<file path="config.mk">
export PLATFORM = sky130hd
export DESIGN_NAME = instr_fetch_unit
export DESIGN_NICKNAME = d
export VERILOG_FILES = /design/src/rtl/instr_fetch_unit.sv
export SDC_FILE = /design/constraint.sdc
export NUM_CORES = 1
export LEC_CHECK = 0
export CORE_ASPECT_RATIO = 1.4
export CORE_MARGIN = 2
export CORE_UTILIZATION = 45
export CTS_CLUSTER_DIAMETER = 40
export DETAILED_ROUTE_END_ITERATION = 10
export DONT_BUFFER_PORTS = 1
export PLACE_DENSITY_LB_ADDON = 0.3
export SLEW_MARGIN = 20
export SYNTH_ARGS = -nofsm -noshare
export SYNTH_HDL_FRONTEND = slang
export SYNTH_SLANG_ARGS = --single-unit
</file>
<file path="constraint.sdc">
create_clock -name clk -period 16.9 [get_ports clk]
set_input_delay 5.07 -clock clk [delete_from_list [all_inputs] [get_ports clk]]
set_output_delay 5.07 -clock clk [all_outputs]
set_load 0.05 [all_outputs]
</file>
<file path="src/rtl/instr_fetch_unit.sv">
`default_nettype none
// ============================================================================
// instr_fetch_unit : PC generation, single-outstanding instruction fetch and a
//                    small prefetch FIFO feeding decode over valid/ready.
// Revision         : 1.0
// ============================================================================
module instr_fetch_unit #(
  parameter logic [31:0] RESET_PC   = 32'h0000_0000,
  parameter int unsigned FIFO_DEPTH = 2
) (
  input  logic        clk,
  input  logic        reset,
  output logic        instr_mem_req_o,
  output logic [31:0] instr_mem_addr_o,
  input  logic [31:0] instr_mem_rdata_i,
  input  logic        redirect_i,
  input  logic [31:0] redirect_pc_i,
  input  logic        stop_flag_i,
  input  logic        ready_i,
  output logic        valid_o,
  output logic [31:0] instr_o,
  output logic [31:0] pc_o,
  output logic        halted_o
);

  localparam int unsigned PW = $clog2(FIFO_DEPTH);
  localparam int unsigned CW = PW + 1;
  localparam logic [CW:0] DEPTH_W = (CW+1)'(FIFO_DEPTH);

  logic [31:0]   fetch_pc_q, fetch_pc_d;
  logic [31:0]   tag_q, tag_d;
  logic          inflight_q, inflight_d;
  logic          kill_q, kill_d;
  logic          stopped_q, stopped_d;
  logic [PW-1:0] wr_ptr_q, wr_ptr_d;
  logic [PW-1:0] rd_ptr_q, rd_ptr_d;
  logic [CW-1:0] count_q, count_d;

  logic [31:0]   instr_mem_q [FIFO_DEPTH];
  logic [31:0]   pc_mem_q    [FIFO_DEPTH];

  logic          fifo_valid;
  logic          pop;
  logic          push;
  logic          issue;
  logic [CW:0]   occ_next;

  always_comb begin
    fifo_valid = (count_q != '0);
    pop        = fifo_valid & ready_i & ~redirect_i;
    push       = inflight_q & ~kill_q & ~redirect_i;
    // Occupancy after this edge if we issue now; the in-flight word already owns a slot.
    occ_next   = {1'b0, count_q} + {{CW{1'b0}}, inflight_q}
               + {{CW{1'b0}}, 1'b1} - {{CW{1'b0}}, pop};
    issue      = reset & ~stopped_q & ~stop_flag_i & ~redirect_i & (occ_next <= DEPTH_W);
  end

  always_comb begin
    fetch_pc_d = fetch_pc_q;
    tag_d      = tag_q;
    inflight_d = issue;
    kill_d     = redirect_i & inflight_q;
    stopped_d  = stopped_q | stop_flag_i;
    wr_ptr_d   = wr_ptr_q;
    rd_ptr_d   = rd_ptr_q;
    count_d    = count_q;
    if (redirect_i) begin
      fetch_pc_d = redirect_pc_i & ~32'h0000_0003;
      wr_ptr_d   = '0;
      rd_ptr_d   = '0;
      count_d    = '0;
    end else begin
      if (issue) begin
        fetch_pc_d = fetch_pc_q + 32'd4;
        tag_d      = fetch_pc_q;
      end
      if (push) wr_ptr_d = wr_ptr_q + PW'(1);
      if (pop)  rd_ptr_d = rd_ptr_q + PW'(1);
      case ({push, pop})
        2'b10:   count_d = count_q + CW'(1);
        2'b01:   count_d = count_q - CW'(1);
        default: count_d = count_q;
      endcase
    end
  end

  always_ff @(posedge clk or negedge reset) begin
    if (!reset) begin
      fetch_pc_q <= RESET_PC;
      tag_q      <= '0;
      inflight_q <= 1'b0;
      kill_q     <= 1'b0;
      stopped_q  <= 1'b0;
      wr_ptr_q   <= '0;
      rd_ptr_q   <= '0;
      count_q    <= '0;
    end else begin
      fetch_pc_q <= fetch_pc_d;
      tag_q      <= tag_d;
      inflight_q <= inflight_d;
      kill_q     <= kill_d;
      stopped_q  <= stopped_d;
      wr_ptr_q   <= wr_ptr_d;
      rd_ptr_q   <= rd_ptr_d;
      count_q    <= count_d;
    end
  end

  // Payload storage needs no reset: entries are only visible when counted.
  always_ff @(posedge clk) begin
    if (push) begin
      instr_mem_q[wr_ptr_q] <= instr_mem_rdata_i;
      pc_mem_q[wr_ptr_q]    <= tag_q;
    end
  end

  always_comb begin
    instr_mem_req_o  = issue;
    instr_mem_addr_o = issue ? fetch_pc_q : '0;
    valid_o          = fifo_valid;
    instr_o          = fifo_valid ? instr_mem_q[rd_ptr_q] : '0;
    pc_o             = fifo_valid ? pc_mem_q[rd_ptr_q] : '0;
    halted_o         = stopped_q & ~fifo_valid & ~inflight_q;
  end

endmodule
`default_nettype wire

</file>
==> out/summary.txt, run 1 <==
DRT Pass-1 Iters: 4
DRC viols: 0
Number of flops mapped to enable cells by yosys: 124
Final core utilization: 50.4%
Post-CTS setup repair buffer count: 0
Die X: 119 um
Placement Setup Slack: 2620 ps
WS Path Type: primary input to primary output
Final std cells w/o fill: 862
Layout cells sized above 1: 14.6%
Biggest area consumer among synthesized cells: edfxtp_1
Max_cap viols: 0
Post-DRT Antenna Nets: 0
GRT Util Overall: 18.6%
Clk sinks: 191
H-tree depth: 4
CTS tree: built
Clk slew on worst S/H paths: 70 ps
I/O Pins: 168
Placer Congestion: 0.826
Setup Viol. Count Final: 0
Vias in the first global route: 4993
Clock latency on the worst-skew pair: 440 ps
Period utilization: 82.4%
Avg Cell Area, Syn: 13.4 sq um
Cell variety after synth: 50
WL final: 17900 um
Final Net Count: 682
Hold Fails Final Rpt: 0
Synth warn: 0
Nature of the critical path endpoint: primary output
FF-to-FF setup slack: 12620 ps
Crit path launch type: primary input
Area grow syn2layout: 9.56%
Synth cell count leaders: 124 x edfxtp_1, 89 x nor2_1, 67 x dfrtp_1, 63 x mux2i_1, 30 x mux2_2
Hold WS: 463 ps
Largest net degree at the start of global routing: 71
Pwr/cell area: 101 nW/um^2
Syn Inst Count: 621
Worst stage delay on the critical path: 590 ps
Root Buffer: clkbuf_16
IO buf count: 0
CP arrival: 8850 ps
Most used DFF post-synth: edfxtp_1
Critical path's top delay family: simple AND/OR/NAND/NOR gates
Initial antenna violation count: 0
Max Slew Vio Count: 0
Max IR drop VDD: 0.0499 mV
RSZ-0062 raised after global routing: no
Critical path fanouts, max: 42
Crit path time final: 13920 ps
Crit-path cells: inv_2 > nand3_1 > fa_1 > ha_1 > nor3b_2 > o21ai_2 > nor2_4 > buf_4 > and2_1
GRT overflow: 0
Die Span Y: 165 um
Placed cell count: 829
FFs w/ async S/R, synth: 35.1%
Worst-case clock buffer depth: 2
Clock skew: 10.5 ps
Post-cts resize count: 0
Fmax: 71.8 MHz
Initial DRC Count: 351
Avg WL per Cell: 20.8 um
Detailed Place HPWL: 11600 um
Ranking of synthesized cells by area: edfxtp_1 45%, dfrtp_1 20%, mux2i_1 7.6%
Initial Util: 46.0%
Seq cells post-synth: 191
CTS Buf Count: 17
Via density: 5.73
Vias: 4936
Share of the synthesized area in the top cell type: 44.8%
Leak: 0.00314 uW
Worst slew pin tran: 1000 ps
Hold crit path type: register to register
Std cell rows: 58
Post-Syn Area: 8310 sq um
Die area: 19600 sq um
Req. time, crit path: 11830 ps
Total Neg Setup Slack: 0 ps
First-pass GRT wire length: 27600 um
Diode count: 0
Top-count cell post-synth: edfxtp_1
Hold_buf cts: 0
Final WS setup: 2980 ps
Sequential area share after synthesis: 65.0%
Status: completed
Buf/Inv on CP: 2
CP max stage cell: buf_4
Total core area: 18100 sq um
Slew Limit Headroom: 32.9%
-- cells in the final DEF, fill, tap and decap left out, drive strengths merged, types with 2 or more instances in the layout --
| cell type | instances |
|---|---|
| and2 | 29 |
| edfxtp | 124 |
| nor2b | 6 |
| or4 | 11 |
| ha | 3 |
| o41a | 2 |
| o21ai | 14 |
| or3 | 2 |
| and4 | 4 |
| nor4 | 6 |
| o41ai | 7 |
| mux2 | 30 |
| nand3 | 12 |
| clkinv | 6 |
| nand2 | 21 |
| mux2i | 63 |
| nor3b | 4 |
| o2111ai | 5 |
| xor2 | 9 |
| nand4b | 5 |
| o31ai | 7 |
| o211ai | 6 |
| a31oi | 16 |
| dfrtp | 67 |
| clkbuf | 17 |
| inv | 16 |
| nand4bb | 2 |
| nand4 | 6 |
| buf | 6 |
| nor2 | 89 |
| or2 | 3 |
| and3 | 4 |
| conb | 4 |
| nor3 | 4 |
| a221o | 3 |
-- through the flow --
| stage | total power [uW] | instance area (sq um) |
|---|---|---|
| global route | 955 | 9110 |
| detailed placement | 555 | 8530 |
| global placement | 553 | 8530 |
| floorplan | 546 | 8320 |
| finish | 923 | 9110 |
| CTS | 930 | 9080 |
-- path summary, 6_finish.rpt --
kind                                   startpoint                    endpoint  cells past startpoint
max in group asynchronous                   reset  fetch_pc_q[15]$_DFFE_PN0P_                      0
setup / recovery                       redirect_i        instr_mem_addr_o[12]                      9
min in group asynchronous                   reset        tag_q[7]$_DFFE_PN0P_                      0
setup reg to reg           count_q[1]$_DFFE_PN0P_       tag_q[27]$_DFFE_PN0P_                     10
hold / removal              tag_q[19]$_DFFE_PN0P_   pc_mem_q[0][19]$_DFFE_PP_                      0
hold reg to reg             tag_q[19]$_DFFE_PN0P_   pc_mem_q[0][19]$_DFFE_PP_                      0
-- cells by family (layout without fill, tap and decap cells) --
family,after synthesis,in the layout,share of synthesized area (%)
compound gates,64,64,5.58
other cells,1,4,0.0451
mux,93,93,11.6
buf+inv,48,46,2.63
xor+xnor,10,10,1.05
fa+ha+maj,4,4,0.692
flops,191,191,65.0
simple gates,210,210,13.4
-- cell type report --
cell class	count	area, sq um
Fill cell	1521	8960
Sequential cell	191	5400
Multi-Input combinational cell	385	2760
Clock buffer	17	425
Tap cell	240	300
Clock inverter	15	128
Timing Repair Buffer	6	65.1
Inverter	8	30.0
-- where the power goes --
part | internal, uW | switching [uW] | total, uW
Combinational | 10.5 | 13.4 | 23.9
Sequential | 506 | 14.9 | 521
Clock | 193 | 185 | 378
Total | 710 | 213 | 923
-- layer usage --
metal | vias to the layer above | track usage (%) | share of wire, %
li1 | 2277 | - | -
met1 | 2454 | 21.7 | 39
met2 | 174 | 32.2 | 53
met3 | 31 | 5.52 | 6.2
met4 | 0 | 7.74 | 2.3
met5 | - | 0 | 0
-- worst reg2reg max path, cell delays in order (launching register included) --
cell	delay, ps
dfrtp_1	500
nor2_4	50
inv_1	430
nand3_1	180
fa_1	440
ha_1	210
nor3b_2	580
o21ai_2	290
nor2_4	470
buf_4	590
mux2_2	420
-- sequential cells by signal (all words and copies together) (netlist names) --
register     flops
instr_mem_q     64
pc_mem_q        60
fetch_pc_q      30
tag_q           30
count_q          2
inflight_q       1
kill_q           1
rd_ptr_q         1
stopped_q        1
wr_ptr_q         1
Power figures use the tool's default switching activity.
==> run 2, diff against run 1 <==
==> constraint.sdc (replaced) <==
create_clock -name clk -period 13.6 [get_ports clk]
set_input_delay 4.08 -clock clk [delete_from_list [all_inputs] [get_ports clk]]
set_output_delay 4.08 -clock clk [all_outputs]
set_load 0.05 [all_outputs]
==> run 2 against run 1 <==
Net effect: first-iteration DRC count rose by 26%; clock power rose by 27%; core utilization rose by 0.22 points.
==> out/summary.txt, run 2 (synthesized netlist as in run 1, its figures left out) <==
Clk slew on worst S/H paths: 70 ps (about the same)
WL final: 17500 um (-2.4%)
Hold Fails Final Rpt: 0 (unchanged)
DRC viols: 0 (unchanged)
Total Neg Setup Slack: 0 ps (unchanged)
Vias: 4933 (-0.061%)
Worst slew pin tran: 1010 ps (+6.16 ps)
Post-CTS setup repair buffer count: 0 (unchanged)
Std cell rows: 58 (unchanged)
Vias in the first global route: 4906 (-1.7%)
Final Net Count: 684 (+0.29%)
Register Area: 5400 sq um (unchanged)
Most frequent cells in the layout: 124 x edfxtp_1, 87 x nor2_1, 66 x dfrtp_1
Slew Limit Headroom: 32.5% (-0.41 points)
I/O Pins: 168 (unchanged)
Fillers: 1531 (+0.66%)
Area grow syn2layout: 10.0%
Crit path time final: 11330 ps
Hold crit path type: register to register
Most common cell after layout, fill and taps aside: edfxtp_1
Pwr/cell area: 127 nW/um^2 (+25%)
Fmax: 88.3 MHz
GRT overflow: 0 (unchanged)
Largest Register: instr_mem_q
Final WS setup: 2270 ps (-707 ps)
Initial Util: 46.0% (unchanged)
CTS tree: built
Initial DRC Count: 442 (+26%)
Via density: 5.71 (-0.29%)
Gr busiest metal: met2
Worst-case clock buffer depth: 2 (unchanged)
Initial antenna violation count: 0 (unchanged)
Hold WS: 469 ps (+6.12 ps)
Status: completed
Placer Congestion: 0.815 (-1.3%)
Clock latency on the worst-skew pair: 440 ps (about the same)
Clk sinks: 191 (unchanged)
Max IR drop VDD: 0.0627 mV (+26%)
Nature of the critical path endpoint: primary output
Detailed Place HPWL: 11300 um (-2.0%)
H-tree depth: 4 (unchanged)
Placement Setup Slack: 2270 ps (-349 ps)
M3 GR Usage: 4.94% (-0.59 points)
IO buf count: 0 (unchanged)
Max_cap viols: 0 (unchanged)
CTS Buf Count: 17 (unchanged)
Avg WL per Cell: 20.2 um (-2.7%)
Largest register FFs: 64 (unchanged)
Footprint of the multi-input gates: 2760 sq um (unchanged)
Post-DRT Antenna Nets: 0 (unchanged)
Die area: 19600 sq um (unchanged)
Die Span Y: 165 um (unchanged)
Root Buffer: clkbuf_16
Largest net degree at the start of global routing: 71 (unchanged)
Layout cells sized above 1: 14.7% (+0.11 points)
Diode count: 0 (unchanged)
Final core utilization: 50.6% (+0.22 points)
First-pass GRT wire length: 27300 um (-1.2%)
WS Path Type: primary input to primary output
DRT Pass-1 Iters: 5 (+1)
Met1 GRT Util: 21.8% (+0.16 points)
Top flop regs: instr_mem_q: 64 flops, pc_mem_q: 60 flops
Clock skew: 9.76 ps (-0.763 ps)
Total core area: 18100 sq um (unchanged)
Leak: 0.00316 uW (+0.56%)
Post-cts resize count: 0 (unchanged)
CP arrival: 7250 ps (-1600 ps)
GRT Util Overall: 18.3% (-0.32 points)
Critical path fanouts, max: 42 (unchanged)
Setup Viol. Count Final: 0 (unchanged)
M2 GR Usage: 31.9% (-0.29 points)
Max Slew Vio Count: 0 (unchanged)
Period utilization: 83.3%
Req. time, crit path: 9520 ps (-2310 ps)
Crit path launch type: primary input
Hold_buf cts: 0 (unchanged)
Die X: 119 um (unchanged)
RSZ-0062 raised after global routing: no
Final Power: 1160 uW (+26%)
==> run 2: changes by cell type in the layout (fill, tap and decap cells not counted), sizes merged <==
cell      previous run  this run
buf                  6         8
clkinvlp             1         2
clkinv               6         3
clkbuf              17        19
==> run 2: critical path, cell delays in order <==
cell	delay [ps]
inv_1	50
nand3_1	80
fa_1	410
ha_1	210
nor3b_2	600
o21ai_2	300
nor2_4	470
buf_4	490
and2_1	530
==> run 2: layout make-up <==
type	instances	area share (%)
clock buffer	19	5.07
clock inverter	13	1.24
inverter	8	0.328
multi-input combinational	385	30.1
sequential	191	59.1
tap	240	3.28
timing repair buffer	8	0.875
==> run 2: path summary, 6_finish.rpt <==
check,end,slack (ps),cells after the start,start
worst max-delay path,instr_mem_addr_o[13],2270,9,redirect_i
worst min-delay path,pc_mem_q[0][26]$_DFFE_PP_,470,0,tag_q[26]$_DFFE_PN0P_
worst max register to register,tag_q[17]$_DFFE_PN0P_,8820,12,count_q[1]$_DFFE_PN0P_
worst min register to register,pc_mem_q[0][26]$_DFFE_PP_,470,0,tag_q[26]$_DFFE_PN0P_
max in group asynchronous,tag_q[31]$_DFFE_PN0P_,10130,0,reset
min in group asynchronous,tag_q[7]$_DFFE_PN0P_,3330,0,reset
==> run 2: metal layers <==
layer	up-vias	share of wire, %
met4	0	1.6
met1	2469	40
li1	2272	-
met5	-	0
met3	21	5.9
met2	171	53
==> run 2: report_power, final <==
group	switching [uW]	leakage (uW)	internal [uW]
Combinational	17.1	0.000901	13.2
Clock	225	0.000282	256
Sequential	18.5	0.00198	629
Total	261	0.00316	898
==> run 2: stage by stage <==
| stage | instance area, sq um | instances |
|---|---|---|
| 2_1_floorplan | 8320 | 624 |
| 3_3_place_gp | 8540 | 831 |
| 3_5_place_dp | 8540 | 831 |
| 4_1_cts | 9120 | 863 |
| 5_1_grt | 9150 | 864 |
| 6_report | 9150 | 864 |
==> run 3, diff against run 2 <==
==> constraint.sdc (replaced) <==
create_clock -name clk -period 9.28 [get_ports clk]
set_input_delay 2.784 -clock clk [delete_from_list [all_inputs] [get_ports clk]]
set_output_delay 2.784 -clock clk [all_outputs]
set_load 0.05 [all_outputs]
==> run 3 against run 2 <==
Net effect: cell area grew 6.0%; clock power grew 50%; core utilization grew 3.1 points; final cell count grew 3.5%; highest routed layer unchanged; sequential power grew 47%; worst hold slack lost 3.0 ps; power grew 48%.
==> out/summary.txt, run 3 (synthesized netlist as in run 1, its figures left out) <==
Hold Fails Final Rpt: 0 (unchanged)
Req. time, crit path: 6500 ps (-3020 ps)
I/O Pins: 168 (unchanged)
Critical path fanouts, max: 42 (unchanged)
CTS tree: built
Initial antenna violation count: 0 (unchanged)
Crit path launch type: primary input
Total core area: 18100 sq um (unchanged)
Total Neg Setup Slack: 0 ps (unchanged)
Clk sinks: 191 (unchanged)
Avg WL per Cell: 20.0 um (-1.3%)
Hold_buf cts: 0 (unchanged)
Placer Congestion: 0.855 (+4.9%)
Via density: 5.68 (-0.46%)
Std cell rows: 58 (unchanged)
Clock skew: 9.16 ps (-0.601 ps)
Slew Limit Headroom: 32.6% (+0.085 points)
WS Path Type: primary input to primary output
Initial DRC Count: 375 (-15%)
Worst-case clock buffer depth: 2 (unchanged)
Most frequent cells in the layout: 124 x edfxtp_1, 87 x nor2_1, 66 x dfrtp_1
Final instance area: 9700 sq um (+6.0%)
Die area: 19600 sq um (unchanged)
RSZ-0062 raised after global routing: no
Post-DRT Antenna Nets: 0 (unchanged)
Leak: 0.00339 uW (+7.3%)
CP arrival: 5740 ps (-1510 ps)
Fmax: 117 MHz
H-tree depth: 4 (unchanged)
Most common cell after layout, fill and taps aside: edfxtp_1
Clock latency on the worst-skew pair: 420 ps (-20 ps)
Pwr/cell area: 177 nW/um^2 (+39%)
Vias in the first global route: 5054 (+3.0%)
Initial Util: 46.0% (unchanged)
Clk slew on worst S/H paths: 60 ps (about the same)
Detailed Place HPWL: 11700 um (+2.8%)
WL final: 17900 um (+2.2%)
Hold WS: 466 ps (-3.05 ps)
Max IR drop VDD: 0.0868 mV (+39%)
DRC viols: 0 (unchanged)
Largest Register: instr_mem_q
Hold crit path type: register to register
Vias: 5081 (+3.0%)
Die Span Y: 165 um (unchanged)
GRT overflow: 0 (unchanged)
First-pass GRT wire length: 27700 um (+1.4%)
Worst slew pin tran: 1010 ps (-1.27 ps)
Period utilization: 91.8%
Crit path time final: 8520 ps
CTS Buf Count: 17 (unchanged)
Largest net degree at the start of global routing: 71 (unchanged)
Top flop regs: instr_mem_q: 64 flops, pc_mem_q: 60 flops
GRT Util Overall: 18.5% (+0.23 points)
Final Net Count: 714 (+4.4%)
Status: completed
Nature of the critical path endpoint: primary output
Post-CTS setup repair buffer count: 0 (unchanged)
Max_cap viols: 0 (unchanged)
Dpl cell area: 9090 sq um (+6.4%)
IO buf count: 0 (unchanged)
Max Slew Vio Count: 0 (unchanged)
Root Buffer: clkbuf_16
Area grow syn2layout: 16.7%
Layout cells sized above 1: 18.2% (+3.5 points)
Die X: 119 um (unchanged)
DRT Pass-1 Iters: 4 (-1)
Largest register FFs: 64 (unchanged)
Setup Viol. Count Final: 0 (unchanged)
Diode count: 0 (unchanged)
Post-cts resize count: 0 (unchanged)
## run 3: power by group
group	internal (uW)	total [uW]	switching [uW]	leakage, uW
sequential	922	948	26.5	0.00198
combinational	19.5	44.8	25.3	0.00113
clock	413	720	307	0.000283
## run 3: routing by layer
metal	share of wire [%]	vias up	track usage, %	routed length (um)
met2	53	173	32.6	9460
li1	-	2342	-	-
met1	39	2538	21.7	7050
met4	2.0	0	7.09	349
met3	5.6	28	4.87	1000
met5	0	-	0	0
## run 3: per-stage QoR
step	setup WS [ps]	utilization, %	power, uW	cells
floorplan	929	-	995	624
global placement	773	50.3	1010	861
detailed placement	752	50.3	1010	861
CTS	715	53.6	1730	893
global route	507	53.7	1770	894
finish	757	53.7	1710	894
## run 3: area by class of cell
cell class / instances / area (sq um)
clock buffer: 20 / 457
clock inverter: 12 / 131
fill: 1489 / 8370
inverter: 8 / 30.0
multi-input combinational: 385 / 2760
sequential: 191 / 5400
tap: 240 / 300
timing repair buffer: 38 / 623
## run 3: worst paths after layout
kind / start / end / slack, ps / depth (start not counted)
hold reg to reg: tag_q[13]$_DFFE_PN0P_ / pc_mem_q[0][13]$_DFFE_PP_ / 470 / 0
min in group asynchronous: reset / tag_q[7]$_DFFE_PN0P_ / 2050 / 0
hold / removal: tag_q[13]$_DFFE_PN0P_ / pc_mem_q[0][13]$_DFFE_PP_ / 470 / 0
max in group asynchronous: reset / fetch_pc_q[28]$_DFFE_PN0P_ / 7070 / 0
setup / recovery: redirect_i / instr_mem_addr_o[9] / 760 / 10
setup reg to reg: count_q[1]$_DFFE_PN0P_ / tag_q[4]$_DFFE_PN0P_ / 5250 / 10
## run 3: worst max-delay path, cell delays in order
cell     delay [ps]
inv_1            60
nand3_1          80
fa_1            410
inv_1            70
ha_1            400
o21ai_2         250
nor2_4          730
buf_4           510
and2_1          250
buf_12          150
